**src/rtl/led_chaser.sv**
```systemverilog
// ---------------------------------------------------------------------------
// led_chaser
//   LED pattern engine for a bank of WIDTH LEDs. A prescaler produces a step
//   request every max(div,1) enabled cycles; each step advances the head
//   position according to the selected mode (rotate left, rotate right,
//   bounce, bar-fill). Mode and period are reprogrammed through a
//   valid/ready config port; an accepted config clears the display and
//   takes one cycle (APPLY) during which further config and steps are
//   refused.
//
// Optional feature: define LED_CHASER_PWM_EN to add a free-running PWM_W-bit
//   brightness counter; lit LEDs are then only driven while pwm_cnt < pwm_duty.
//   Without it pwm_duty is ignored and lit LEDs are fully on.
//
// Ports
//   clk        clock
//   reset      synchronous active-high reset
//   en         1 = prescaler runs, 0 = prescaler and pattern hold
//   step_now   single-cycle forced step (works with en=0)
//   cfg_valid  config request
//   cfg_ready  config accept (low only in APPLY)
//   cfg_mode   0 ROT_L, 1 ROT_R, 2 BOUNCE, 3 FILL
//   cfg_div    step period in clk cycles, 0 behaves as 1
//   pwm_duty   brightness (PWM build only)
//   led_out    registered LED drive, polarity set by ACTIVE_LOW
//   tick       registered pulse in the cycle led_out changes due to a step
//   pos        current head position
// ---------------------------------------------------------------------------
module led_chaser #(
    parameter int              WIDTH       = 8,
    parameter int              DIV_W       = 24,
    parameter logic [DIV_W-1:0] DEFAULT_DIV = DIV_W'(10_000_000),
    parameter bit              ACTIVE_LOW  = 1'b1,
    parameter int              PWM_W       = 4,
    localparam int             PW          = $clog2(WIDTH)
) (
    input  logic             clk,
    input  logic             reset,
    input  logic             en,
    input  logic             step_now,
    input  logic             cfg_valid,
    output logic             cfg_ready,
    input  logic [1:0]       cfg_mode,
    input  logic [DIV_W-1:0] cfg_div,
    input  logic [PWM_W-1:0] pwm_duty,
    output logic [WIDTH-1:0] led_out,
    output logic             tick,
    output logic [PW-1:0]    pos
);

    typedef enum logic [1:0] {S_IDLE, S_RUN, S_APPLY} state_e;
    typedef enum logic [1:0] {M_ROTL, M_ROTR, M_BOUNCE, M_FILL} mode_e;

    localparam logic [PW-1:0]    LAST    = PW'(WIDTH - 1);
    // XOR mask that converts the logical lit vector into pin polarity
    localparam logic [WIDTH-1:0] POL     = {WIDTH{ACTIVE_LOW}};

    state_e           state_q,   state_d;
    mode_e            mode_q,    mode_d;
    logic [DIV_W-1:0] div_q,     div_d;
    logic [DIV_W-1:0] div_cnt_q, div_cnt_d;
    logic [PW-1:0]    pos_q,     pos_d;
    logic             dir_q,     dir_d;      // 1 = counting up
    logic [WIDTH-1:0] lit_q,     lit_d;
    logic [WIDTH-1:0] led_out_q, led_out_d;
    logic             tick_q,    tick_d;
    logic             ready_q,   ready_d;

    logic [DIV_W-1:0] div_eff;
    logic             req, accept, step, fill_done;
    logic             pwm_on;

    // Lit vector for a head position: single LED, or bar [p:0] in FILL.
    function automatic logic [WIDTH-1:0] pattern(input mode_e m, input logic [PW-1:0] p);
        logic [WIDTH-1:0] v;
        v = '0;
        for (int i = 0; i < WIDTH; i++)
            v[i] = (m == M_FILL) ? (i <= int'(p)) : (i == int'(p));
        return v;
    endfunction

`ifdef LED_CHASER_PWM_EN
    logic [PWM_W-1:0] pwm_cnt_q;

    always_ff @(posedge clk) begin
        if (reset) pwm_cnt_q <= '0;
        else       pwm_cnt_q <= pwm_cnt_q + 1'b1;
    end

    assign pwm_on = (pwm_cnt_q < pwm_duty);
`else
    logic unused_pwm;
    assign unused_pwm = ^pwm_duty;
    assign pwm_on     = 1'b1;
`endif

    always_comb begin
        div_eff   = (div_q == '0) ? DIV_W'(1) : div_q;
        req       = en && (div_cnt_q == div_eff - 1'b1);
        accept    = cfg_valid && ready_q;
        // Config accept wins over a coincident step; APPLY swallows steps.
        step      = (req || step_now) && !accept && (state_q != S_APPLY);

        state_d   = state_q;
        mode_d    = mode_q;
        div_d     = div_q;
        div_cnt_d = div_cnt_q;
        pos_d     = pos_q;
        dir_d     = dir_q;
        lit_d     = lit_q;
        fill_done = 1'b0;

        if (en) div_cnt_d = req ? '0 : div_cnt_q + 1'b1;

        if (accept) begin
            state_d   = S_APPLY;
            mode_d    = mode_e'(cfg_mode);
            div_d     = cfg_div;
            div_cnt_d = '0;
            pos_d     = '0;
            dir_d     = 1'b1;
            lit_d     = '0;
        end else if (state_q == S_APPLY) begin
            state_d = S_IDLE;
        end else if (step) begin
            if (state_q == S_IDLE) begin
                state_d = S_RUN;
                dir_d   = 1'b1;
                pos_d   = (mode_q == M_ROTR) ? LAST : '0;
            end else begin
                case (mode_q)
                    M_ROTL: pos_d = (pos_q == LAST) ? '0 : pos_q + 1'b1;
                    M_ROTR: pos_d = (pos_q == '0) ? LAST : pos_q - 1'b1;
                    M_BOUNCE: begin
                        // Turn around at either end without repeating the end LED
                        if (dir_q) begin
                            if (pos_q == LAST) begin
                                pos_d = pos_q - 1'b1;
                                dir_d = 1'b0;
                            end else begin
                                pos_d = pos_q + 1'b1;
                            end
                        end else begin
                            if (pos_q == '0) begin
                                pos_d = PW'(1);
                                dir_d = 1'b1;
                            end else begin
                                pos_d = pos_q - 1'b1;
                            end
                        end
                    end
                    default: begin // M_FILL: full bar steps back to a dark IDLE
                        if (pos_q == LAST) begin
                            state_d   = S_IDLE;
                            pos_d     = '0;
                            fill_done = 1'b1;
                        end else begin
                            pos_d = pos_q + 1'b1;
                        end
                    end
                endcase
            end
            lit_d = fill_done ? '0 : pattern(mode_q, pos_d);
        end

        // led_out is built from the next lit value so display, pos and tick
        // all change on the same edge.
        led_out_d = (lit_d & {WIDTH{pwm_on}}) ^ POL;
        tick_d    = step;
        ready_d   = (state_d != S_APPLY);
    end

    always_ff @(posedge clk) begin
        if (reset) begin
            state_q   <= S_IDLE;
            mode_q    <= M_ROTL;
            div_q     <= DEFAULT_DIV;
            div_cnt_q <= '0;
            pos_q     <= '0;
            dir_q     <= 1'b1;
            lit_q     <= '0;
            led_out_q <= POL;
            tick_q    <= 1'b0;
            ready_q   <= 1'b1;
        end else begin
            state_q   <= state_d;
            mode_q    <= mode_d;
            div_q     <= div_d;
            div_cnt_q <= div_cnt_d;
            pos_q     <= pos_d;
            dir_q     <= dir_d;
            lit_q     <= lit_d;
            led_out_q <= led_out_d;
            tick_q    <= tick_d;
            ready_q   <= ready_d;
        end
    end

    assign led_out   = led_out_q;
    assign tick      = tick_q;
    assign pos       = pos_q;
    assign cfg_ready = ready_q;

endmodule
```
**config.mk**
```make
export PLATFORM = sky130hd
export DESIGN_NAME = led_chaser
export DESIGN_NICKNAME = d
export VERILOG_FILES = /design/src/rtl/led_chaser.sv
export SDC_FILE = /design/constraint.sdc
export NUM_CORES = 1
export LEC_CHECK = 0
export CAP_MARGIN = 20
export CELL_PAD_IN_SITES_DETAIL_PLACEMENT = 1
export CELL_PAD_IN_SITES_GLOBAL_PLACEMENT = 2
export CORE_ASPECT_RATIO = 1.2
export CORE_MARGIN = 2
export CORE_UTILIZATION = 34
export CTS_BUF_LIST = sky130_fd_sc_hd__clkbuf_4 sky130_fd_sc_hd__clkbuf_8 sky130_fd_sc_hd__clkbuf_16
export CTS_CLUSTER_SIZE = 14
export DETAILED_ROUTE_END_ITERATION = 6
export PLACE_DENSITY = 0.78
export SETUP_SLACK_MARGIN = 0.15
export SLEW_MARGIN = 40
export SYNTH_ARGS = -nofsm -noshare
export SYNTH_HDL_FRONTEND = slang
export SYNTH_SLANG_ARGS = --single-unit
```
**constraint.sdc**
```tcl
create_clock -name clk -period 5.16 [get_ports clk]
set_clock_uncertainty 0.15 [all_clocks]
set_input_delay 1.548 -clock clk [delete_from_list [all_inputs] [get_ports clk]]
set_output_delay 1.548 -clock clk [all_outputs]
set_load 0.05 [all_outputs]
```
==> report_table.html, run 1 <==
<table>
<tr><th>Metric</th><th>Value</th></tr>
<tr><th colspan="2">Min path</th></tr>
<tr><td>Origin of the worst min-delay path</td><td>lit_q[2]</td></tr>
<tr><td>End point of the most critical hold path</td><td>lit_q[2]</td></tr>
<tr><td>Worst hold path class</td><td>reg2reg</td></tr>
<tr><td>Cells on Worst Hold Path</td><td>2</td></tr>
<tr><th colspan="2">Layout</th></tr>
<tr><td>Post-layout nets</td><td>approximately 640</td></tr>
<tr><td>Cell area after layout</td><td>between 5000 and 6000 µm²</td></tr>
<tr><td>Area overhead of the layout relative to synthesis</td><td>22.84%</td></tr>
<tr><td>Proportion of layout cells with a drive suffix above 1</td><td>between 10% and 20%</td></tr>
<tr><td>Layout Utilization</td><td>a little over two fifths</td></tr>
<tr><td>Count of antenna diodes in the layout</td><td>0</td></tr>
<tr><th colspan="2">Clock tree</th></tr>
<tr><td>Buffer type at the clock tree root</td><td>sky130_fd_sc_hd__clkbuf_16</td></tr>
<tr><td>TritonCTS Sinks</td><td>between 70 and 80</td></tr>
<tr><td>H-tree lvl count</td><td>3</td></tr>
<tr><td>Number of CTS-inserted buffers</td><td>9</td></tr>
<tr><td>Clock tree from TritonCTS</td><td>done</td></tr>
<tr><td>Bufs on Longest Clock Path</td><td>2</td></tr>
<tr><td>Clock insertion delay at the later pin of the skew report</td><td>0.36 ns</td></tr>
<tr><td>Clock-pin slew reported for the worst setup and hold paths after clock tree synthesis</td><td>approximately 0.060 ns</td></tr>
<tr><th colspan="2">Yosys</th></tr>
<tr><td>Synthesized instance count</td><td>~540</td></tr>
<tr><td>Share of synthesized area occupied by flip-flops and latches</td><td>roughly a third</td></tr>
<tr><td>Synth unique cells</td><td>65</td></tr>
<tr><td>Share of the synthesized area in the top cell type</td><td>roughly a third</td></tr>
<tr><td>Top cells by count, synth</td><td>sky130_fd_sc_hd__nand2_1 (87), sky130_fd_sc_hd__dfxtp_1 (74), sky130_fd_sc_hd__nor2_1 (50)</td></tr>
<tr><td>Post-synthesis async set-or-reset flop share</td><td>0%</td></tr>
<tr><td>Top post-synthesis cells by area</td><td>sky130_fd_sc_hd__dfxtp_1 (34%), sky130_fd_sc_hd__nand2_1 (7.5%), sky130_fd_sc_hd__xor2_1 (5.2%)</td></tr>
<tr><td>Count of warnings emitted by yosys</td><td>0</td></tr>
<tr><td>Most frequent cell after synthesis</td><td>sky130_fd_sc_hd__nand2_1</td></tr>
<tr><td>Post-Synthesis Mean Instance Area</td><td>~8.1 µm²</td></tr>
<tr><td>Flip-flop cell with the highest count after synthesis</td><td>sky130_fd_sc_hd__dfxtp_1</td></tr>
<tr><td>Cell accounting for the most synthesized area</td><td>sky130_fd_sc_hd__dfxtp_1</td></tr>
<tr><td>Count of flip-flops with a built-in enable after synthesis</td><td>0</td></tr>
<tr><td>Netlist area before placement</td><td>around 4400 µm²</td></tr>
<tr><td>Post-synthesis register bit count</td><td>74</td></tr>
<tr><td>Synth Net Count</td><td>approximately 590</td></tr>
<tr><th colspan="2">Setup path</th></tr>
<tr><td>Largest driver fanout on the critical path</td><td>16</td></tr>
<tr><td>Critical path capture point type</td><td>flop</td></tr>
<tr><td>Path depth of the worst reg2reg path</td><td>12</td></tr>
<tr><td>Critical register-to-register path endpoint</td><td>lit_q[4]</td></tr>
<tr><td>Req. time, crit path</td><td>between 5 and 6 ns</td></tr>
<tr><td>Critical path data arrival time</td><td>about 4.9 ns</td></tr>
<tr><td>Sort of element at the start of the critical path</td><td>flop</td></tr>
<tr><td>Critical path type</td><td>reg2reg</td></tr>
<tr><td>Slack of the worst reg-to-reg path</td><td>just under 0.4 ns</td></tr>
<tr><td>Reg2Reg Launch Point</td><td>div_q[20]</td></tr>
<tr><th colspan="2">Placed design</th></tr>
<tr><td>Number of input and output port buffers inserted</td><td>43</td></tr>
<tr><td>Post-placement worst setup slack</td><td>0.2948 ns</td></tr>
<tr><td>Placer Congestion</td><td>between 0.8 and 0.9</td></tr>
<tr><td>Detail Placement HPWL</td><td>around 10,000 µm</td></tr>
<tr><td>Cell Area, Placed</td><td>between 5000 and 6000 µm²</td></tr>
<tr><th colspan="2">Pwr</th></tr>
<tr><td>Clock power share</td><td>between 40% and 50%</td></tr>
<tr><td>Reported leakage power</td><td>1.980 nW</td></tr>
<tr><td>Post-route total power</td><td>around 1.5 mW</td></tr>
<tr><td>Combinational share of power</td><td>between 15 and 20%</td></tr>
<tr><td>Total power density per cell area</td><td>roughly 280 nW/µm²</td></tr>
<tr><td>Largest voltage drop on the vdd net</td><td>0.0001653 V</td></tr>
<tr><td>Net switching fraction of the power</td><td>30.13%</td></tr>
<tr><td>Fraction of power consumed by sequential logic</td><td>between 40% and 50%</td></tr>
<tr><td>Net Sw Power</td><td>roughly 0.45 mW</td></tr>
<tr><td>Internal</td><td>1.037 mW</td></tr>
<tr><th colspan="2">GRT</th></tr>
<tr><td>First-pass GRT wire length</td><td>roughly 22,000 µm</td></tr>
<tr><td>Overflow left after global routing</td><td>0</td></tr>
<tr><td>Number of antenna violations at the first check in global routing</td><td>0</td></tr>
<tr><td>Global route hottest layer</td><td>met2</td></tr>
<tr><td>Met3 usage in global routing</td><td>under 10%</td></tr>
<tr><td>Pin count of the biggest net entering global routing</td><td>28</td></tr>
<tr><td>Met1 routing resource usage after global routing</td><td>23.47%</td></tr>
<tr><td>Overall Global Routing Usage</td><td>between 20 and 25%</td></tr>
<tr><td>Number of global-route vias before repair</td><td>approximately 4.2k</td></tr>
<tr><td>Met2 GRT Util</td><td>between 30% and 40%</td></tr>
<tr><th colspan="2">Detailed routing</th></tr>
<tr><td>Average wire per cell in the routed design</td><td>around 17 µm</td></tr>
<tr><td>Drt total wl</td><td>12,980 µm</td></tr>
<tr><td>DRT antenna net count</td><td>0</td></tr>
<tr><td>Drt initial violations</td><td>83</td></tr>
<tr><td>Vias post-DR</td><td>4,094</td></tr>
<tr><td>Via-to-Cell Ratio</td><td>5.338</td></tr>
<tr><td>Drt first pass iters</td><td>4</td></tr>
<tr><td>DRC Markers</td><td>0</td></tr>
<tr><th colspan="2">Floorplanning</th></tr>
<tr><td>Vertical die dimension</td><td>128.1 µm</td></tr>
<tr><td>Number of rows created at floorplan</td><td>between 40 and 50</td></tr>
<tr><td>Count of pins on the block boundary</td><td>48</td></tr>
<tr><td>Core outline area</td><td>12,610 µm²</td></tr>
<tr><td>Starting Density</td><td>between 30% and 40%</td></tr>
<tr><td>X dimension of the die</td><td>~110 µm</td></tr>
<tr><td>Die Outline Area</td><td>around 14,000 µm²</td></tr>
<tr><th colspan="2">STA</th></tr>
<tr><td>Number of endpoints failing setup at the final stage</td><td>0</td></tr>
<tr><td>Worst-case headroom to the max-slew limit</td><td>between 40% and 50%</td></tr>
<tr><td>Number of max-slew violations in the final report</td><td>0</td></tr>
<tr><td>Shortest period the worst path allows</td><td>4.773 ns</td></tr>
<tr><td>RSZ-0062 raised after global routing</td><td>no</td></tr>
<tr><td>Number of endpoints with negative hold slack in the final report</td><td>0</td></tr>
<tr><td>Maximum achievable frequency</td><td>about 0.21 GHz</td></tr>
<tr><td>Worst Max-Slew Pin Slew</td><td>0.8130 ns</td></tr>
<tr><td>Share of the clock period used by the worst path after layout</td><td>92.49%</td></tr>
<tr><td>Setup Total Neg Slack</td><td>0 ns</td></tr>
<tr><td>Setup ws final</td><td>about 0.39 ns</td></tr>
<tr><th colspan="2">Job</th></tr>
<tr><td>Count of maximum capacitance violations</td><td>0</td></tr>
<tr><th colspan="2">Outcome</th></tr>
<tr><td>Outcome</td><td>finished, final reports clean</td></tr>
</table>
[layer usage]
metal / vias up / part of all wire, %
met1: 1981 / 42
met4: 0 / 2.8
met5: - / 0
met2: 64 / 52
li1: 2025 / -
met3: 24 / 2.9
[critical path, cell delays in order, from the launching register on]
cell and delay [ns]:
sky130_fd_sc_hd__dfxtp_1 0.46, sky130_fd_sc_hd__nor4_1 0.14, sky130_fd_sc_hd__and4_1 0.25, sky130_fd_sc_hd__a21oi_1 0.25, sky130_fd_sc_hd__ha_1 0.29, sky130_fd_sc_hd__or3b_4 0.45, sky130_fd_sc_hd__or3_1 0.36, sky130_fd_sc_hd__a2111oi_2 0.38
sky130_fd_sc_hd__nand4_1 0.14, sky130_fd_sc_hd__or4_1 0.59, sky130_fd_sc_hd__o41a_4 0.55, sky130_fd_sc_hd__nor2_8 0.26, sky130_fd_sc_hd__mux2_2 0.38
[cells in the final DEF, fill, tap and decap left out, drive strengths merged, types with 3 or more instances in the layout]
master / n
nand3b: 6
nor3: 14
nor4b: 3
or3: 8
mux2: 8
nand3: 20
clkbuf: 9
xor2: 26
a21oi: 31
inv: 21
nor4: 13
mux2i: 13
nand2b: 11
o21ai: 12
nor3b: 3
nand2: 87
or2: 6
nor2b: 3
ha: 10
a2111oi: 3
dfxtp: 74
nand4: 12
clkdlybuf4s50: 43
and3: 11
buf: 24
nor2: 51
or4: 9
a31oi: 5
a211oi: 4
xnor2: 23
o22ai: 5
[power groups by stage]
stage | clock (mW) | sequential (mW) | combinational (mW)
2_1_floorplan | 0 | 0.633 | 0.157
3_3_place_gp | 0 | 0.626 | 0.248
3_5_place_dp | 0 | 0.628 | 0.254
4_1_cts | 0.633 | 0.615 | 0.255
5_1_grt | 0.658 | 0.618 | 0.285
6_report | 0.611 | 0.615 | 0.258
[area by class of cell]
type / instances / area [µm²]
Tap cell: 164 / 205.2
Fill cell: 1547 / 7248
Timing Repair Buffer: 67 / 610.6
Multi-Input combinational cell: 429 / 2716
Clock inverter: 7 / 61.31
Inverter: 17 / 63.81
Clock buffer: 9 / 225.2
Sequential cell: 74 / 1481
[logic make-up after synthesis]
group / after synthesis / share of synthesized area [%]
simple gates: 264 / 31.09
compound gates: 85 / 13.21
flops: 74 / 33.93
xor+xnor: 49 / 9.828
buf+inv: 39 / 3.954
mux: 21 / 5.129
fa+ha+maj: 10 / 2.865
[stage by stage]
stage          hold WS [ns]  instances
2_1_floorplan        0.2890        542
3_3_place_gp         0.2986        746
3_5_place_dp         0.3219        746
4_1_cts              0.3313        762
5_1_grt              0.3633        767
6_report             0.3254        767
[state kept, by name, indices dropped and copies added, names as in the netlist]
name and cells:
div_cnt_q 24, div_q 24, led_out 8, lit_q 8, pos 3, mode_q 2
state_q 2, cfg_ready 1, dir_q 1, tick 1
[how the worst max path moves through the flow]
stage                    from  depth (start not counted)  slack [ns]    endpoint
floorplan           div_q[11]                         14        0.62    lit_q[6]
global placement           en                          8        0.35  led_out[2]
detailed placement         en                          8        0.29    lit_q[4]
CTS                  div_q[3]                         12        0.29    lit_q[4]
global route         div_q[7]                         13        0.19  led_out[7]
finish              div_q[20]                         12        0.39    lit_q[4]
[timing repair]
item	CTS	global route
setup endpoints to repair	0	8
hold buffers	0	0
gates resized for setup	0	1
buffers inserted	0	5
Power figures use the tool's default switching activity.
==> inputs of run 2 (changes only) <==
--- a/config.mk
+++ b/config.mk
@@ -14,9 +14,12 @@
 export CTS_BUF_LIST = sky130_fd_sc_hd__clkbuf_4 sky130_fd_sc_hd__clkbuf_8 sky130_fd_sc_hd__clkbuf_16
 export CTS_CLUSTER_SIZE = 14
 export DETAILED_ROUTE_END_ITERATION = 6
+export HOLD_SLACK_MARGIN = 0.15
+export MAX_ROUTING_LAYER = met4
 export PLACE_DENSITY = 0.78
 export SETUP_SLACK_MARGIN = 0.15
 export SLEW_MARGIN = 40
 export SYNTH_ARGS = -nofsm -noshare
 export SYNTH_HDL_FRONTEND = slang
 export SYNTH_SLANG_ARGS = --single-unit
+export TNS_END_PERCENT = 50
==> report_table.html, run 2 (synthesis results as in run 1) <==
<table>
<tr><th>Metric</th><th>Value</th></tr>
<tr><th colspan="2">Setup path</th></tr>
<tr><td>Critical path capture point type</td><td>flop</td></tr>
<tr><td>Slack of the worst reg-to-reg path</td><td>0.37 ns (-0.02 ns)</td></tr>
<tr><td>Largest driver fanout on the critical path</td><td>17 (+1)</td></tr>
<tr><td>Critical path data arrival time</td><td>4.87 ns (about the same)</td></tr>
<tr><td>Critical register-to-register path endpoint</td><td>lit_q[4]</td></tr>
<tr><td>Critical path type</td><td>reg2reg</td></tr>
<tr><td>Reg2Reg Launch Point</td><td>div_q[7]</td></tr>
<tr><td>Req. time, crit path</td><td>5.24 ns (-0.02 ns)</td></tr>
<tr><td>Path depth of the worst reg2reg path</td><td>12 (unchanged)</td></tr>
<tr><td>Critical path endpoint</td><td>lit_q[4]</td></tr>
<tr><td>Timing startpoint of the critical path</td><td>div_q[7]</td></tr>
<tr><td>Sort of element at the start of the critical path</td><td>flop</td></tr>
<tr><th colspan="2">Clock tree</th></tr>
<tr><td>Clock insertion delay at the later pin of the skew report</td><td>0.34 ns (-0.02 ns)</td></tr>
<tr><td>Bufs on Longest Clock Path</td><td>2 (unchanged)</td></tr>
<tr><td>Cts hold-fix bufs</td><td>0 (unchanged)</td></tr>
<tr><td>Count of buffers added by post-CTS timing repair for setup</td><td>0 (unchanged)</td></tr>
<tr><td>Clock tree from TritonCTS</td><td>done</td></tr>
<tr><td>Buffer type at the clock tree root</td><td>sky130_fd_sc_hd__clkbuf_16</td></tr>
<tr><td>Clock-pin slew reported for the worst setup and hold paths after clock tree synthesis</td><td>0.07 ns (about the same)</td></tr>
<tr><td>Number of CTS-inserted buffers</td><td>9 (unchanged)</td></tr>
<tr><td>TritonCTS Sinks</td><td>74 (unchanged)</td></tr>
<tr><td>H-tree lvl count</td><td>3 (unchanged)</td></tr>
<tr><th colspan="2">Detailed routing</th></tr>
<tr><td>Average wire per cell in the routed design</td><td>16.78 µm (-0.83%)</td></tr>
<tr><td>DRT antenna net count</td><td>0 (unchanged)</td></tr>
<tr><td>Wire length on met1</td><td>5527 µm (+0.20%)</td></tr>
<tr><td>Drt initial violations</td><td>120 (+45%)</td></tr>
<tr><td>Drt total wl</td><td>12,770 µm (-1.6%)</td></tr>
<tr><td>Vias post-DR</td><td>4,076 (-0.44%)</td></tr>
<tr><td>DRC Markers</td><td>0 (unchanged)</td></tr>
<tr><td>Met3 WL post-DR</td><td>238 µm (-36%)</td></tr>
<tr><td>Drt first pass iters</td><td>4 (unchanged)</td></tr>
<tr><td>Via-to-Cell Ratio</td><td>5.356 (+0.35%)</td></tr>
<tr><td>Met2 wire length</td><td>6744 µm (+0.21%)</td></tr>
<tr><td>Top Metal Used</td><td>met4</td></tr>
<tr><th colspan="2">Pwr</th></tr>
<tr><td>Post-route total power</td><td>1.517 mW (+2.2%)</td></tr>
<tr><td>Reported leakage power</td><td>1.963 nW (-0.89%)</td></tr>
<tr><td>Largest voltage drop on the vdd net</td><td>0.0001221 V (-26%)</td></tr>
<tr><td>Total power density per cell area</td><td>283.8 nW/µm² (+2.6%)</td></tr>
<tr><th colspan="2">STA</th></tr>
<tr><td>Setup ws final</td><td>0.3663 ns (-0.02120 ns)</td></tr>
<tr><td>RSZ-0062 raised after global routing</td><td>no</td></tr>
<tr><td>Smallest hold slack</td><td>0.3207 ns (-0.004662 ns)</td></tr>
<tr><td>Number of endpoints failing setup at the final stage</td><td>0 (unchanged)</td></tr>
<tr><td>Shortest period the worst path allows</td><td>4.794 ns (+0.02120 ns)</td></tr>
<tr><td>Worst Max-Slew Pin Slew</td><td>0.7977 ns (-0.01531 ns)</td></tr>
<tr><td>Number of max-slew violations in the final report</td><td>0 (unchanged)</td></tr>
<tr><td>Setup Total Neg Slack</td><td>0 ns (unchanged)</td></tr>
<tr><td>Share of the clock period used by the worst path after layout</td><td>92.90% (+0.41 points)</td></tr>
<tr><td>Maximum achievable frequency</td><td>0.2086 GHz (-0.44%)</td></tr>
<tr><td>Number of endpoints with negative hold slack in the final report</td><td>0 (unchanged)</td></tr>
<tr><td>Worst-case headroom to the max-slew limit</td><td>46.33% (+1.0 points)</td></tr>
<tr><th colspan="2">Layout</th></tr>
<tr><td>Count of fill cells added during filler insertion</td><td>1,535 (-0.78%)</td></tr>
<tr><td>Count of antenna diodes in the layout</td><td>0 (unchanged)</td></tr>
<tr><td>Proportion of layout cells with a drive suffix above 1</td><td>10.39% (-0.73 points)</td></tr>
<tr><td>Layout Utilization</td><td>42.38% (-0.15 points)</td></tr>
<tr><td>Commonest cells after routing, fill and taps aside</td><td>sky130_fd_sc_hd__nand2_1 (87), sky130_fd_sc_hd__dfxtp_1 (74), sky130_fd_sc_hd__nor2_1 (50), sky130_fd_sc_hd__clkdlybuf4s50_1 (43), sky130_fd_sc_hd__a21oi_1 (31)</td></tr>
<tr><td>Area overhead of the layout relative to synthesis</td><td>22.41%</td></tr>
<tr><td>Largest registers ranked by flip-flop count</td><td>div_cnt_q x24, div_q x24</td></tr>
<tr><td>Cell Count, Final, Fillers Out</td><td>761 (-0.78%)</td></tr>
<tr><td>Most common cell after layout, fill and taps aside</td><td>sky130_fd_sc_hd__nand2_1</td></tr>
<tr><td>Post-layout nets</td><td>637 (-0.93%)</td></tr>
<tr><td>Cell area after layout</td><td>5345 µm² (-0.35%)</td></tr>
<tr><th colspan="2">Placed design</th></tr>
<tr><td>Post-placement worst setup slack</td><td>0.3219 ns (+0.02709 ns)</td></tr>
<tr><td>Detail Placement HPWL</td><td>10,090 µm (-1.2%)</td></tr>
<tr><td>Placer Congestion</td><td>0.8686 (+3.8%)</td></tr>
<tr><td>Number of input and output port buffers inserted</td><td>43 (unchanged)</td></tr>
<tr><td>DP Cell Count</td><td>745 (-0.13%)</td></tr>
<tr><td>Cell Area, Placed</td><td>5029 µm² (-0.15%)</td></tr>
<tr><th colspan="2">GRT</th></tr>
<tr><td>Overall Global Routing Usage</td><td>20.13% (-0.072 points)</td></tr>
<tr><td>Number of global-route vias before repair</td><td>4,282 (+2.3%)</td></tr>
<tr><td>Overflow left after global routing</td><td>0 (unchanged)</td></tr>
<tr><td>First-pass GRT wire length</td><td>21,240 µm (-1.2%)</td></tr>
<tr><td>Number of antenna violations at the first check in global routing</td><td>0 (unchanged)</td></tr>
<tr><td>Pin count of the biggest net entering global routing</td><td>28 (unchanged)</td></tr>
<tr><th colspan="2">Floorplanning</th></tr>
<tr><td>Count of pins on the block boundary</td><td>48 (unchanged)</td></tr>
<tr><td>Core outline area</td><td>12,610 µm² (unchanged)</td></tr>
<tr><td>Vertical die dimension</td><td>128.1 µm (unchanged)</td></tr>
<tr><td>X dimension of the die</td><td>107.5 µm (unchanged)</td></tr>
<tr><td>Starting Density</td><td>34.62% (unchanged)</td></tr>
<tr><td>Number of rows created at floorplan</td><td>45 (unchanged)</td></tr>
<tr><td>Die Outline Area</td><td>13,770 µm² (unchanged)</td></tr>
<tr><th colspan="2">Outcome</th></tr>
<tr><td>Outcome</td><td>finished, final reports clean</td></tr>
<tr><th colspan="2">Job</th></tr>
<tr><td>Count of maximum capacitance violations</td><td>0 (unchanged)</td></tr>
<tr><th colspan="2">Min path</th></tr>
<tr><td>Worst hold path class</td><td>reg2reg</td></tr>
</table>
run 2: critical path, cell delays in order, from the launching register on:
cell and delay [ns]:
sky130_fd_sc_hd__dfxtp_1 0.38, sky130_fd_sc_hd__or4_1 0.64, sky130_fd_sc_hd__nor4_2 0.36, sky130_fd_sc_hd__a21oi_1 0.16, sky130_fd_sc_hd__ha_1 0.32, sky130_fd_sc_hd__xor2_1 0.19
sky130_fd_sc_hd__o211ai_1 0.17, sky130_fd_sc_hd__a2111oi_2 0.36, sky130_fd_sc_hd__nand4_1 0.13, sky130_fd_sc_hd__or4_1 0.58, sky130_fd_sc_hd__o41a_4 0.55, sky130_fd_sc_hd__nor2_8 0.31
sky130_fd_sc_hd__mux2_2 0.38
run 2: metal layers:
| metal | track usage, % | vias up |
|---|---|---|
| met5 | - | - |
| met1 | 22.75 | 1989 |
| met3 | 3.203 | 18 |
| met2 | 35.93 | 53 |
| met4 | 6.938 | 0 |
| li1 | - | 2016 |
run 2: area by class of cell:
cell class,count,area [µm²],share of cell area (%)
flip-flops and latches,74,1481,27.72
inverters,17,63.81,1.194
clock buffers,9,225.2,4.213
clock inverters,7,82.58,1.545
well taps,164,205.2,3.839
multi-input cells,429,2721,50.91
repair buffers,61,565.5,10.58
run 2: how the worst min path moves through the flow:
stage	startpoint	to	slack [ns]	cells past startpoint
finish	lit_q[2]	lit_q[2]	0.32	2
global route	lit_q[2]	lit_q[2]	0.37	2
CTS	lit_q[2]	lit_q[2]	0.33	2
detailed placement	lit_q[2]	lit_q[2]	0.32	2
global placement	lit_q[1]	lit_q[1]	0.30	2
floorplan	lit_q[1]	lit_q[1]	0.29	2
run 2: power breakdown:
group | leakage [nW] | internal, mW | switching, mW
logic | 1.21 | 0.107 | 0.147
registers | 0.603 | 0.591 | 0.0240
clock network | 0.145 | 0.383 | 0.265
total | 1.96 | 1.08 | 0.436
run 2: repair_timing:
item	in CTS	in global routing
hold endpoints to repair	0	0
gates resized for setup	0	2
endpoints found under the setup margin	0	8
